<file path="src/rtl/sel_rr_arbiter.sv">
// Request arbiter feeding the 3:1 select mux: registered one-hot grant plus binary select,
// fixed-priority or round-robin choice, bounded ownership under contention, sticky sanity flags.
module sel_rr_arbiter #(
  parameter int N        = 3,
  parameter int SELW     = 2,
  parameter int HOLD_MAX = 8
) (
  input  logic            clk,
  input  logic            rst,
  input  logic [N-1:0]    req,
  input  logic            mode,
  output logic [N-1:0]    gnt,
  output logic [SELW-1:0] sel,
  output logic            sel_vld,
  output logic            err_multi,
  output logic            err_range
);

  localparam int HW = $clog2(HOLD_MAX + 1);

  typedef enum logic {IDLE, OWN} state_t;

  state_t          st, st_nx;
  logic [HW-1:0]   hold_cnt, hold_nx;
  logic [SELW-1:0] rr_ptr, rr_nx, sel_nx, win;
  logic [N-1:0]    gnt_nx, cand, others;
  logic            vld_nx, do_arb, owner_req;

  // Fixed priority scans from index 0; round-robin scans from the slot after the last winner.
  function automatic logic [SELW-1:0] pick(input logic [N-1:0] r, input logic rr,
                                           input logic [SELW-1:0] ptr);
    logic [SELW-1:0] w;
    logic [N-1:0]    bit_i;
    logic            found;
    int              start, idx;
    w     = '0;
    found = 1'b0;
    start = rr ? (int'(ptr) + 1) % N : 0;
    for (int i = 0; i < N; i++) begin
      idx   = (start + i) % N;
      bit_i = N'(1) << idx;
      if (!found && ((r & bit_i) != '0)) begin
        w     = SELW'(idx);
        found = 1'b1;
      end
    end
    return w;
  endfunction

  function automatic logic onehot(input logic [N-1:0] v);
    return (v != '0) && ((v & (v - N'(1))) == '0);
  endfunction

  assign owner_req = |(req & gnt);
  assign others    = req & ~gnt;

  always_comb begin
    st_nx   = st;
    gnt_nx  = gnt;
    sel_nx  = sel;
    vld_nx  = sel_vld;
    hold_nx = hold_cnt;
    rr_nx   = rr_ptr;
    cand    = '0;
    do_arb  = 1'b0;
    case (st)
      IDLE: begin
        if (|req) begin
          cand   = req;
          do_arb = 1'b1;
        end else begin
          gnt_nx  = '0;
          vld_nx  = 1'b0;
          hold_nx = '0;
        end
      end
      OWN: begin
        if (owner_req) begin
          if (others == '0) begin
            hold_nx = (hold_cnt == HW'(HOLD_MAX)) ? hold_cnt : hold_cnt + HW'(1);
          end else if (hold_cnt >= HW'(HOLD_MAX - 1)) begin
            // Owner has used its share while someone waits: hand over, owner excluded.
            cand   = others;
            do_arb = 1'b1;
          end else begin
            hold_nx = hold_cnt + HW'(1);
          end
        end else if (|req) begin
          cand   = req;
          do_arb = 1'b1;
        end else begin
          st_nx   = IDLE;
          gnt_nx  = '0;
          vld_nx  = 1'b0;
          hold_nx = '0;
        end
      end
      default: st_nx = IDLE;
    endcase
    win = pick(cand, mode, rr_ptr);
    if (do_arb) begin
      st_nx   = OWN;
      gnt_nx  = N'(1) << win;
      sel_nx  = win;
      vld_nx  = 1'b1;
      rr_nx   = win;
      hold_nx = '0;
    end
  end

  // Registered grant stage
  always_ff @(posedge clk) begin
    if (rst) begin
      st        <= IDLE;
      gnt       <= '0;
      sel       <= '0;
      sel_vld   <= 1'b0;
      hold_cnt  <= '0;
      rr_ptr    <= SELW'(N - 1);
      err_multi <= 1'b0;
      err_range <= 1'b0;
    end else begin
      st        <= st_nx;
      gnt       <= gnt_nx;
      sel       <= sel_nx;
      sel_vld   <= vld_nx;
      hold_cnt  <= hold_nx;
      rr_ptr    <= rr_nx;
      err_multi <= err_multi | (sel_vld & ~onehot(gnt));
      err_range <= err_range | (sel_vld & (int'(sel) >= N));
    end
  end

endmodule

</file>
<file path="config.mk">
export PLATFORM = sky130hd
export DESIGN_NAME = sel_rr_arbiter
export DESIGN_NICKNAME = d
export VERILOG_FILES = /design/src/rtl/sel_rr_arbiter.sv
export SDC_FILE = /design/constraint.sdc
export NUM_CORES = 1
export LEC_CHECK = 0
export CAP_MARGIN = 20
export CORE_UTILIZATION = 36
export CTS_CLUSTER_DIAMETER = 100
export DETAILED_ROUTE_END_ITERATION = 6
export DONT_BUFFER_PORTS = 1
export GPL_TIMING_DRIVEN = 0
export PLACE_DENSITY = 0.49
export SLEW_MARGIN = 20
export SYNTH_ARGS = -nofsm -noshare
export SYNTH_HDL_FRONTEND = slang
export SYNTH_SLANG_ARGS = --single-unit
</file>
<file path="constraint.sdc">
create_clock -name clk -period 10.9 [get_ports clk]
set_clock_uncertainty 0.1 [all_clocks]
set_input_delay 1.09 -clock clk [delete_from_list [all_inputs] [get_ports clk]]
set_output_delay 1.09 -clock clk [all_outputs]
set_load 0.005 [all_outputs]
</file>
Yosys cells after proc, flatten, opt, wreduce, memory -nomap -nowiden
Index checks and enable logic that the tools add are counted.
{ "totals": {"regBits": 15, "word_cells": 88} }
{ "op_classes": {"n_lt_le_gt_ge": 2, "n_mux": 33, "n_div": 4, "bitwise_logic": 13, "eq_ne": 4, "n_addsub": 5, "reduce_logical": 15, "shift": 4} }
{ "op_table": {"columns": ["op", "n"], "rows": [
  ["32-bit by 3-bit remainder unit with 32-bit output, second input constant", 4],
  ["1-bit by 32-bit << shifter with 3-bit output, first input constant", 3],
  ["32-bit by 2-bit adder with 32-bit output, second input constant", 1],
  ["32-bit by 3-bit adder with 32-bit output, second input constant", 1],
  ["32-bit 2-to-1 mux", 1],
  ["3-bit 2-to-1 mux", 7],
  ["4-bit 2-to-1 mux", 5],
  ["3-bit AND", 6],
  ["1-bit 2-to-1 mux", 12],
  ["3-bit one-hot mux with 2 select lines", 2],
  ["3-bit nonzero test", 4],
  ["4-bit inequality test, second input constant", 2],
  ["4-bit one-hot mux with 2 select lines", 1],
  ["3-bit logical NOT", 2],
  ["2-bit 2-to-1 mux", 3],
  ["3-bit OR reduction", 2],
  ["4-bit by 1-bit adder with 4-bit output, second input constant", 1],
  ["4-bit == test, second input constant", 1],
  ["4-bit by 3-bit greater-or-equal comparator with 1-bit output, second input constant", 1],
  ["1-bit one-hot mux with 2 select lines", 2],
  ["2-bit by 1-bit adder with 3-bit output, second input constant", 1],
  ["1-bit logical AND", 3],
  ["3-bit inequality test, second input constant", 1],
  ["3-bit NOT", 1],
  ["9 further kinds", 13]
]} }

Logic depth before layout (Yosys ltp)
Gate-level depths: netlist (run 1).
{ "depth": {"depth_word": 17, "ltp_mapped": 44, "ltp_nobuf": 41} }

Worst setup path before layout (run 1)
Ideal clock, no wire load.
{ "synth_path": {"kind": "input to register", "start": "input port mode", "end": "register gnt[0]", "path_buffers": 5, "arrival_time_ns": 8.890, "cell_stages": 42, "path_slack_ns": 1.840, "cell_sequence": "buf_4 > buf_4 > nand2_2 > buf_4 > inv_1 > clkbuf_1 > ha_1 > nand2b_1 > nor2_1 > mux2i_1 > o221ai_2 > o21ai_1 > nand2b_1 > a21boi_0 > ha_1 > a211oi_2 > o21a_1 > xnor2_2 > [6 not listed] > nor4_1 > a221oi_1 > nand3b_2 > nor2_1 > xnor2_1 > inv_1 > ha_1 > nand2_1 > nand2_1 > mux2i_1 > nand2_1 > o2bb2ai_1 > a31oi_1 > a211o_1 > nor2_4 > o31ai_4 > or4_1 > a21oi_1"} }
{ "synth_via": {"elab_chain_len": 14} }
{ "synth_rtl": {"columns": ["item", "line", "source"], "rows": [
  ["start: declaration", "11", "input logic mode,"],
  ["32-bit 2-to-1 mux (*)", "38", "start = rr ? (int'(ptr) + 1) % N : 0;"],
  ["parallel branches: the longest is 10 deep, another holds 32-bit by 2-bit adder with 32-bit output", null, null],
  ["2-bit 2-to-1 mux (*)", "42", "if (!found && ((r & bit_i) != '0)) begin"],
  ["1-bit by 2-bit << shifter with 3-bit output (*)", "103", "gnt_nx = N'(1) << win;"],
  ["3-bit 2-to-1 mux (*)", "101", "if (do_arb) begin"],
  ["end signal: assignment", "124", "gnt <= gnt_nx;"],
  ["end: declaration", "12", "output logic [N-1:0] gnt,"]
]} }
Mark *: on every way between the ends.
A chain may end at the register's enable or synchronous reset.

==> flow_summary.ini, run 1 <==
[timing]
max_clock_freq_mhz = 98.5
relSlewSlack_pct = 37.3
setup_violations = 0
slew_viol_final = 0
hold_viol = 0
finalSetupTns_ps = 0
tightest_slew_ps = 933
period_needed_ps = 10160
rsz0062_at_grt = false
period_share_pct = 93.2

[worst_setup_path]
critical_path_required_ps = 10970
cpMostUsedCell = ha_1
end_kind = register
worstPathArrival_ps = 10230
crit_fanout = 14
worstPathBufferInverterCount = 8
cp_slowest_stage_delay_ps = 540
slowest_stage = or4_1
critical_path_class = reg2reg
start_kind = register
cp_top_family = simple AND/OR/NAND/NOR gates

[cells_and_area]
drive_gt1_share_pct = 13.1
nNetsFinal = 664
num_antenna_cells = 0
final_cell_area_mm2 = 0.00480
area_growth_pct = 6.93

[synth]
synthesis.nets = 659
syn_avg_cell_area_um2 = 7.20
synth_cells = 624
ys_ff_latch = 14
syn_area_mm2 = 0.00449
synth_cell_type_count = 102
ys_warn_count = 0
seq_area_frac_synth_pct = 6.24
synth-async-reset-ratio_pct = 0
synthFlopType = dfxtp_1
synth_edf_count = 0

[detailed_routing]
vias = 4698
drtIter0Drc = 413
remaining_drc_errors = 0
vias_per_cell = 5.90
drt_first_pass_iters = 5
ant_nets = 0
wl_per_cell_um = 16.1
drt_wl_total_mm = 12.8

[floorplanning]
initial_core_util_pct = 37.1
rows = 40
die_h_um = 114
dieArea_mm2 = 0.0129
ios = 14
core_area_mm2 = 0.0121
die_w_um = 114

[global_route]
grt_pass1_vias = 4413
antenna_found_initial = 0
grt-ovfl-total = 0
grt_max_degree = 15
grt_pass1_wl_mm = 21.6
grt_use_total_pct = 20.1

[clock_network]
post_cts_buffers = 0
cts_hold_buf = 0
ctsLongestPathBuffers = 2
insertion_delay_ps = 240
cts-root-buf = clkbuf_16
cts.sinks = 14
cts_max_level = 1
cts_buffers = 3
cts.reportedPaths.clkPinSlew_ps = 50
tritoncts = built

[place]
hpwl_mm = 10.2
port_buffers = 0
placed_area_mm2 = 0.00470
globalplace.congestion = 0.835

[status]
status = finished clean

[job]
drv_cap = 0

[worst_hold_path]
hold_path_class = reg2reg
## cell usage in the layout, fill, tap and decap left out, types with 10 or more instances in the layout
cell	Yosys	final
mux2i_1	15	15
nand2b_1	17	17
o21ai_1	11	10
ha_1	29	29
nand2_1	53	53
a21oi_1	32	32
nor4_1	12	12
inv_1	29	29
dfxtp_1	14	14
nor2_1	55	55
nor3_1	18	18
a31oi_1	10	10
and3_1	12	12
o21ai_0	30	30
nand3_1	23	23
xnor2_1	21	21
## flip-flops by register name, indices dropped and copies added, names as in the netlist
signal,cells
sel,2
gnt,3
hold_cnt,4
st,1
sel_vld,1
err_range,1
err_multi,1
rr_ptr,1
## repair_timing
action                                  4_1_cts  5_1_grt
endpoints found under the setup margin        0        6
endpoints found under the hold margin         0        0
resized for setup                             0        4
## synthesized netlist by cell type, types with 8 or more instances
library cell | n | area, um^2
o21ai_1 | 11 | 55.1
nand3_1 | 23 | 115
buf_2 | 9 | 45.0
xor2_1 | 8 | 70.1
ha_1 | 29 | 363
a31oi_1 | 10 | 62.6
mux2i_1 | 15 | 150
clkbuf_1 | 10 | 37.5
nand2b_1 | 17 | 106
buf_4 | 8 | 60.1
inv_1 | 29 | 109
a21o_1 | 9 | 67.6
o21ai_0 | 30 | 150
xnor2_1 | 21 | 184
and2_1 | 9 | 56.3
o21a_1 | 8 | 60.1
and3_1 | 12 | 75.1
nor3_1 | 18 | 90.1
nand2_1 | 53 | 199
nor2_1 | 55 | 206
nor4_1 | 12 | 75.1
a21oi_1 | 32 | 160
dfxtp_1 | 14 | 280
## cell families after synthesis
logic type / after synthesis / share of synthesized area [%]
adders and majority gates: 29 / 8.08
xor gates and xnor gates: 32 / 6.74
and+or+nand+nor: 267 / 33.0
muxes: 16 / 3.59
buffers and inverters: 60 / 6.27
AOI/OAI and AO/OA: 206 / 36.1
DFF: 14 / 6.24
## metrics by stage
step	utilization (%)	setup slack (ps)	instances	hold WS, ps
5_1_grt	39.7	25.5	796	439
3_3_place_gp	38.8	515	792	390
6_report	39.7	743	796	401
3_5_place_dp	38.8	328	792	393
2_1_floorplan	-	1840	624	360
4_1_cts	39.6	429	796	407
## area by class of cell
| type | instances | area, um^2 |
|---|---|---|
| multi-input combinational | 550 | 3940 |
| inverter | 31 | 116 |
| tap | 168 | 210 |
| sequential | 14 | 280 |
| clock buffer | 4 | 88.8 |
| buffer | 29 | 166 |
| fill | 1294 | 7310 |
## per-layer routing
metal  vias up  routed length, um  global-route usage, %  part of all wire, %
li1       2379                  -                      -                    -
met1      2206               6390                   27.9                   50
met2       103               5960                   35.2                   47
met3        10                369                   1.12                  2.9
met4         0                 77                   2.37                 0.60
met5         -                  0                      0                    0
## path summary, 6_finish.rpt
kind / startpoint / to / slack (ps) / cells past startpoint
worst min register to register: err_range / err_range / 400 / 2
worst max-delay path: sel[0] / gnt[0] / 740 / 41
worst max register to register: sel[0] / gnt[0] / 740 / 41
worst min-delay path: err_range / err_range / 400 / 2
## worst reg2reg max path: cells and delay by family, from the launching register on
family	cells	cell delay [ps]
compound gates	11	2020
xor+xnor	3	530
fa+ha+maj	6	1950
buf+inv	8	1450
flops	1	510
mux	2	680
simple gates	11	2850
Power of run 1 is left out: the tool's default activity adds up to more than one toggle a clock period on the data nets, which glitch-free logic cannot reach.
==> run 2: changes to the inputs <==
--- a/config.mk
+++ b/config.mk
@@ -11,7 +11,7 @@
 export DETAILED_ROUTE_END_ITERATION = 6
 export DONT_BUFFER_PORTS = 1
 export GPL_TIMING_DRIVEN = 0
-export PLACE_DENSITY = 0.49
+export PLACE_DENSITY = 0.51
 export SLEW_MARGIN = 20
 export SYNTH_ARGS = -nofsm -noshare
 export SYNTH_HDL_FRONTEND = slang
==> constraint.sdc (replaced) <==
create_clock -name clk -period 9.2 [get_ports clk]
set_clock_uncertainty 0.1 [all_clocks]
set_input_delay 0.92 -clock clk [delete_from_list [all_inputs] [get_ports clk]]
set_output_delay 0.92 -clock clk [all_outputs]
set_load 0.005 [all_outputs]
==> run 2 against run 1 <==
Net effect: highest routed layer unchanged; setup slack got worse by 330 ps; critical path depth rose by 1; critical endpoint unchanged; largest cell class unchanged; cell area rose by 9.7%; critical path type unchanged.
==> flow_summary.ini, run 2 (same netlist as run 1, synthesis figures left out) <==
[global_route]
antenna_found_initial = 0
grt_max_degree = 15
grt_use_total_pct = 20.2
grt-ovfl-total = 0
grt_pass1_vias = 4453
grt_pass1_wl_mm = 21.9

[place]
port_buffers = 0
place_ws_ps = -1230
hpwl_mm = 10.1
globalplace.congestion = 0.879

[worst_setup_path]
critical_path_class = reg2reg
r2r_cells = 42
critical_path_required_ps = 9270
end_kind = register
cp_slowest_stage_delay_ps = 530
crit_fanout = 10
reg2reg_slack_ps = 410
slowest_stage = or4_1
worstPathArrival_ps = 8860
start_kind = register

[clock_network]
cts_max_level = 1
ctsLongestPathBuffers = 2
cts.reportedPaths.clkPinSlew_ps = 40
cts.sinks = 14
cts-root-buf = clkbuf_16
insertion_delay_ps = 240
cts_buffers = 3
cts_hold_buf = 0
tritoncts = built

[cells_and_area]
multi_input_area_mm2 = 0.00424
regMostFlops = hold_cnt
final_common_cell = nor2_1
n_fill_cell = 1298
largest_reg_flops = 4
nNetsFinal = 684
ff_latch_area_um2 = 285
largestRegisters = hold_cnt (4), gnt (3), sel (2)
drive_gt1_share_pct = 21.8
final_cell_mix = nor2_1 (53), nand2_1 (49), a21oi_1 (31), buf_4 (29), o21ai_0 (29)
area_growth_pct = 17.3
num_antenna_cells = 0

[detailed_routing]
wl_per_cell_um = 16.2
remaining_drc_errors = 0
drtIter0Drc = 354
drt_wl_total_mm = 13.2
vias_per_cell = 6.00
ant_nets = 0
drt_first_pass_iters = 5
vias = 4891

[timing]
tightest_slew_ps = 939
period_share_pct = 95.5
relSlewSlack_pct = 37.0
hold_viol = 0
worst_slack_ps = 410
slew_viol_final = 0
period_needed_ps = 8790
finalSetupTns_ps = 0
max_clock_freq_mhz = 114
setup_violations = 0
holdWs_ps = 408

[floorplanning]
ios = 14
rows = 40
dieArea_mm2 = 0.0129
die_h_um = 114
initial_core_util_pct = 37.1
die_w_um = 114
core_area_mm2 = 0.0121

[status]
status = finished clean

[worst_hold_path]
hold_path_class = reg2reg
worst_hold_path.num_cells = 2

[job]
drv_cap = 0
[run 2: final timing paths]
kind / startpoint / to
min reg2reg: sel_vld / sel_vld
min: sel_vld / sel_vld
max: sel[0] / gnt[0]
max reg2reg: sel[0] / gnt[0]
[run 2: area by class of cell]
| class | count | share of cell area [%] |
|---|---|---|
| Clock buffer | 3 | 1.42 |
| Buffer | 29 | 3.61 |
| Inverter | 31 | 2.28 |
| Timing Repair Buffer | 20 | 2.85 |
| Sequential cell | 14 | 5.41 |
| Tap cell | 168 | 3.99 |
| Multi-Input combinational cell | 550 | 80.4 |
[run 2: timing repair]
item,4_1_cts,5_1_grt
setup buffers,3,17
endpoints found under the setup margin,6,6
resized for setup,32,41
pin swaps,2,21
[run 2: stage by stage]
step | cell area (um^2) | util [%] | instances
2_1_floorplan | 4490 | - | 624
3_5_place_dp | 4700 | 38.8 | 792
4_1_cts | 4950 | 40.9 | 798
6_report | 5270 | 43.5 | 815
3_3_place_gp | 4700 | 38.8 | 792
5_1_grt | 5270 | 43.5 | 815
[run 2: worst max-delay path, delay by kind of cell (launching register included)]
family	cells	cell delay, ps
buffers and inverters	8	1250
AND/OR/NAND/NOR	13	2660
adder cells (fa/ha/maj)	6	1560
AO/OA/AOI/OAI	11	2050
XOR/XNOR	3	480
multiplexers	1	200
flip-flops	1	390
[run 2: routing by layer]
layer  routed length [um]  track usage, %
met1                 6270            28.4
met2                 6230            34.8
met3                  605            1.06
met4                   95            2.63
met5                    0               0
Power of run 2 is left out for the same reason.
==> run 3: changes to the inputs <==
--- a/config.mk
+++ b/config.mk
@@ -5,6 +5,7 @@
 export SDC_FILE = /design/constraint.sdc
 export NUM_CORES = 1
 export LEC_CHECK = 0
+export ABC_AREA = 1
 export CAP_MARGIN = 20
 export CORE_UTILIZATION = 36
 export CTS_CLUSTER_DIAMETER = 100
==> run 3 against run 2 <==
Net effect: cell count increased by 14%; sequential share of layout area rose by 0.93 points; count of clock-buffer cells in the layout did not move; synthesized cell count up 25%; non-clock buffer count down 39; register-to-register slack gained 2000 ps; highest routed layer unchanged.
==> flow_summary.ini, run 3 <==
[detailed_routing]
ant_nets = 0
drt_wl_total_mm = 10.5
drtIter0Drc = 208
wl_per_cell_um = 11.3
vias = 4664
vias_per_cell = 5.04
remaining_drc_errors = 0
drt_first_pass_iters = 4

[worst_setup_path]
end_kind = register
crit_fanout = 12
start_kind = register
worstPathArrival_ps = 6900
worstPathBufferInverterCount = 10
crit_end = gnt[0]
critical_path_required_ps = 9280
worstSetupPathDepth = 47
slowest_stage = dfxtp_1
critical_path_class = reg2reg
reg2reg_slack_ps = 2380
cp_top_family = simple AND/OR/NAND/NOR gates
r2r_cells = 47
worstReg2RegStart = sel[0]
worst_r2r_endpoint = gnt[0]
timing.critical_path.from = sel[0]
cp_slowest_stage_delay_ps = 470

[timing]
period_share_pct = 74.1
worst_slack_ps = 2380
holdWs_ps = 371
hold_viol = 0
rsz0062_at_grt = false
tightest_slew_ps = 645
slew_viol_final = 0
finalSetupTns_ps = 0
period_needed_ps = 6820
relSlewSlack_pct = 56.6
max_clock_freq_mhz = 147
setup_violations = 0

[synth]
synthesis.nets = 818
synth_cell_type_count = 48
synth-async-reset-ratio_pct = 0
ys_warn_count = 0
synth_common_cells = nand2_1 (250), inv_1 (124), nand3_1 (100), nor2_1 (77), ha_1 (29)
yosys.area.top_type = nand2_1
synthFlopType = dfxtp_1
synth_most_common_cell = nand2_1
ys_ff_latch = 14
synth_cells = 783
synth_top_area_share_pct = 22.5
synth_edf_count = 0
syn_avg_cell_area_um2 = 5.33
syn_area_mm2 = 0.00417
synth_area_leaders = nand2_1 (23%), nand3_1 (12%), inv_1 (11%), ha_1 (8.7%), nor2_1 (6.9%)
seq_area_frac_synth_pct = 6.72

[global_route]
grt_pass1_vias = 4131
grt-busiest-layer = met2
grt_max_degree = 13
grt_use_total_pct = 18.0
grt_util_met3_pct = 1.07
grt-ovfl-total = 0
grt_pass1_wl_mm = 17.9
met1_usage_pct = 24.0
antenna_found_initial = 0
gr-usage-met2_pct = 33.2

[place]
placed_area_mm2 = 0.00435
place_ws_ps = 2350
port_buffers = 0
hpwl_mm = 8.85
globalplace.congestion = 0.831

[floorplanning]
rows = 38
die_h_um = 110
die_w_um = 110
dieArea_mm2 = 0.0120
core_area_mm2 = 0.0111
ios = 14
initial_core_util_pct = 37.6

[clock_network]
tritoncts = built
cts-root-buf = clkbuf_16
cts_max_level = 1
ctsLongestPathBuffers = 2
post_cts_buffers = 0
cts_hold_buf = 0
insertion_delay_ps = 240
post_cts_resized = 0
cts.reportedPaths.clkPinSlew_ps = 50
cts.sinks = 14
cts_buffers = 3

[status]
status = finished clean

[cells_and_area]
largestRegisters = hold_cnt (4), gnt (3), sel (2)
n_fill_cell = 1283
nNetsFinal = 823
final_common_cell = nand2_1
ff_latch_area_um2 = 280
regMostFlops = hold_cnt
multi_input_area_mm2 = 0.00331
drive_gt1_share_pct = 11.1
area_growth_pct = 6.00
final_cell_area_mm2 = 0.00442
num_antenna_cells = 0
final_cell_mix = nand2_1 (250), inv_1 (124), nand3_1 (100), nor2_1 (77), ha_1 (29)
largest_reg_flops = 4

[job]
drv_cap = 0

[worst_hold_path]
hold_path_class = reg2reg
==> run 3: cell types whose count changed after synthesis, moves of 18 or more <==
cell     delta
nand2_1   +197
inv_1      +95
nand3_1    +77
nor2_1     +22
a21oi_1    -19
nand4_1    +19
xnor2_1    -18
==> run 3: worst min-delay path by stage <==
stage                          from   endpoint  depth (start not counted)
after floorplan           err_range  err_range                          2
after global placement    err_range  err_range                          2
after detailed placement  err_range  err_range                          2
after CTS                 err_range  err_range                          2
after global routing      err_range  err_range                          2
final                     err_range  err_range                          2
==> run 3: metal layers <==
layer,vias up,wire [um]
li1,2507,-
met1,2104,5300
met2,49,4940
met3,4,215
met4,0,28
met5,-,0
==> run 3: worst min-delay path, stage by stage (launching register included) <==
cell and delay (ps):
dfxtp_1 320, inv_1 50, a21oi_1 50
==> run 3: stage by stage <==
step	util (%)	instances
after floorplan	-	783
after global placement	39.2	923
after detailed placement	39.2	923
after CTS	39.9	926
after global routing	39.9	926
final	39.9	926
==> run 3: kinds of logic after synthesis <==
family | count (synthesis) | synth area share [%]
buffers and inverters | 146 | 13.8
xor gates and xnor gates | 9 | 1.89
and+or+nand+nor | 526 | 60.6
adders and majority gates | 29 | 8.70
DFF | 14 | 6.72
AOI/OAI and AO/OA | 59 | 8.25
==> run 3: final cells by class <==
type,count,share of cell area (%)
multi-input combinational,623,75.0
buffer,10,1.47
inverter,136,11.5
sequential,14,6.34
clock buffer,3,1.70
tap,140,3.96
Power of run 3 is left out for the same reason.
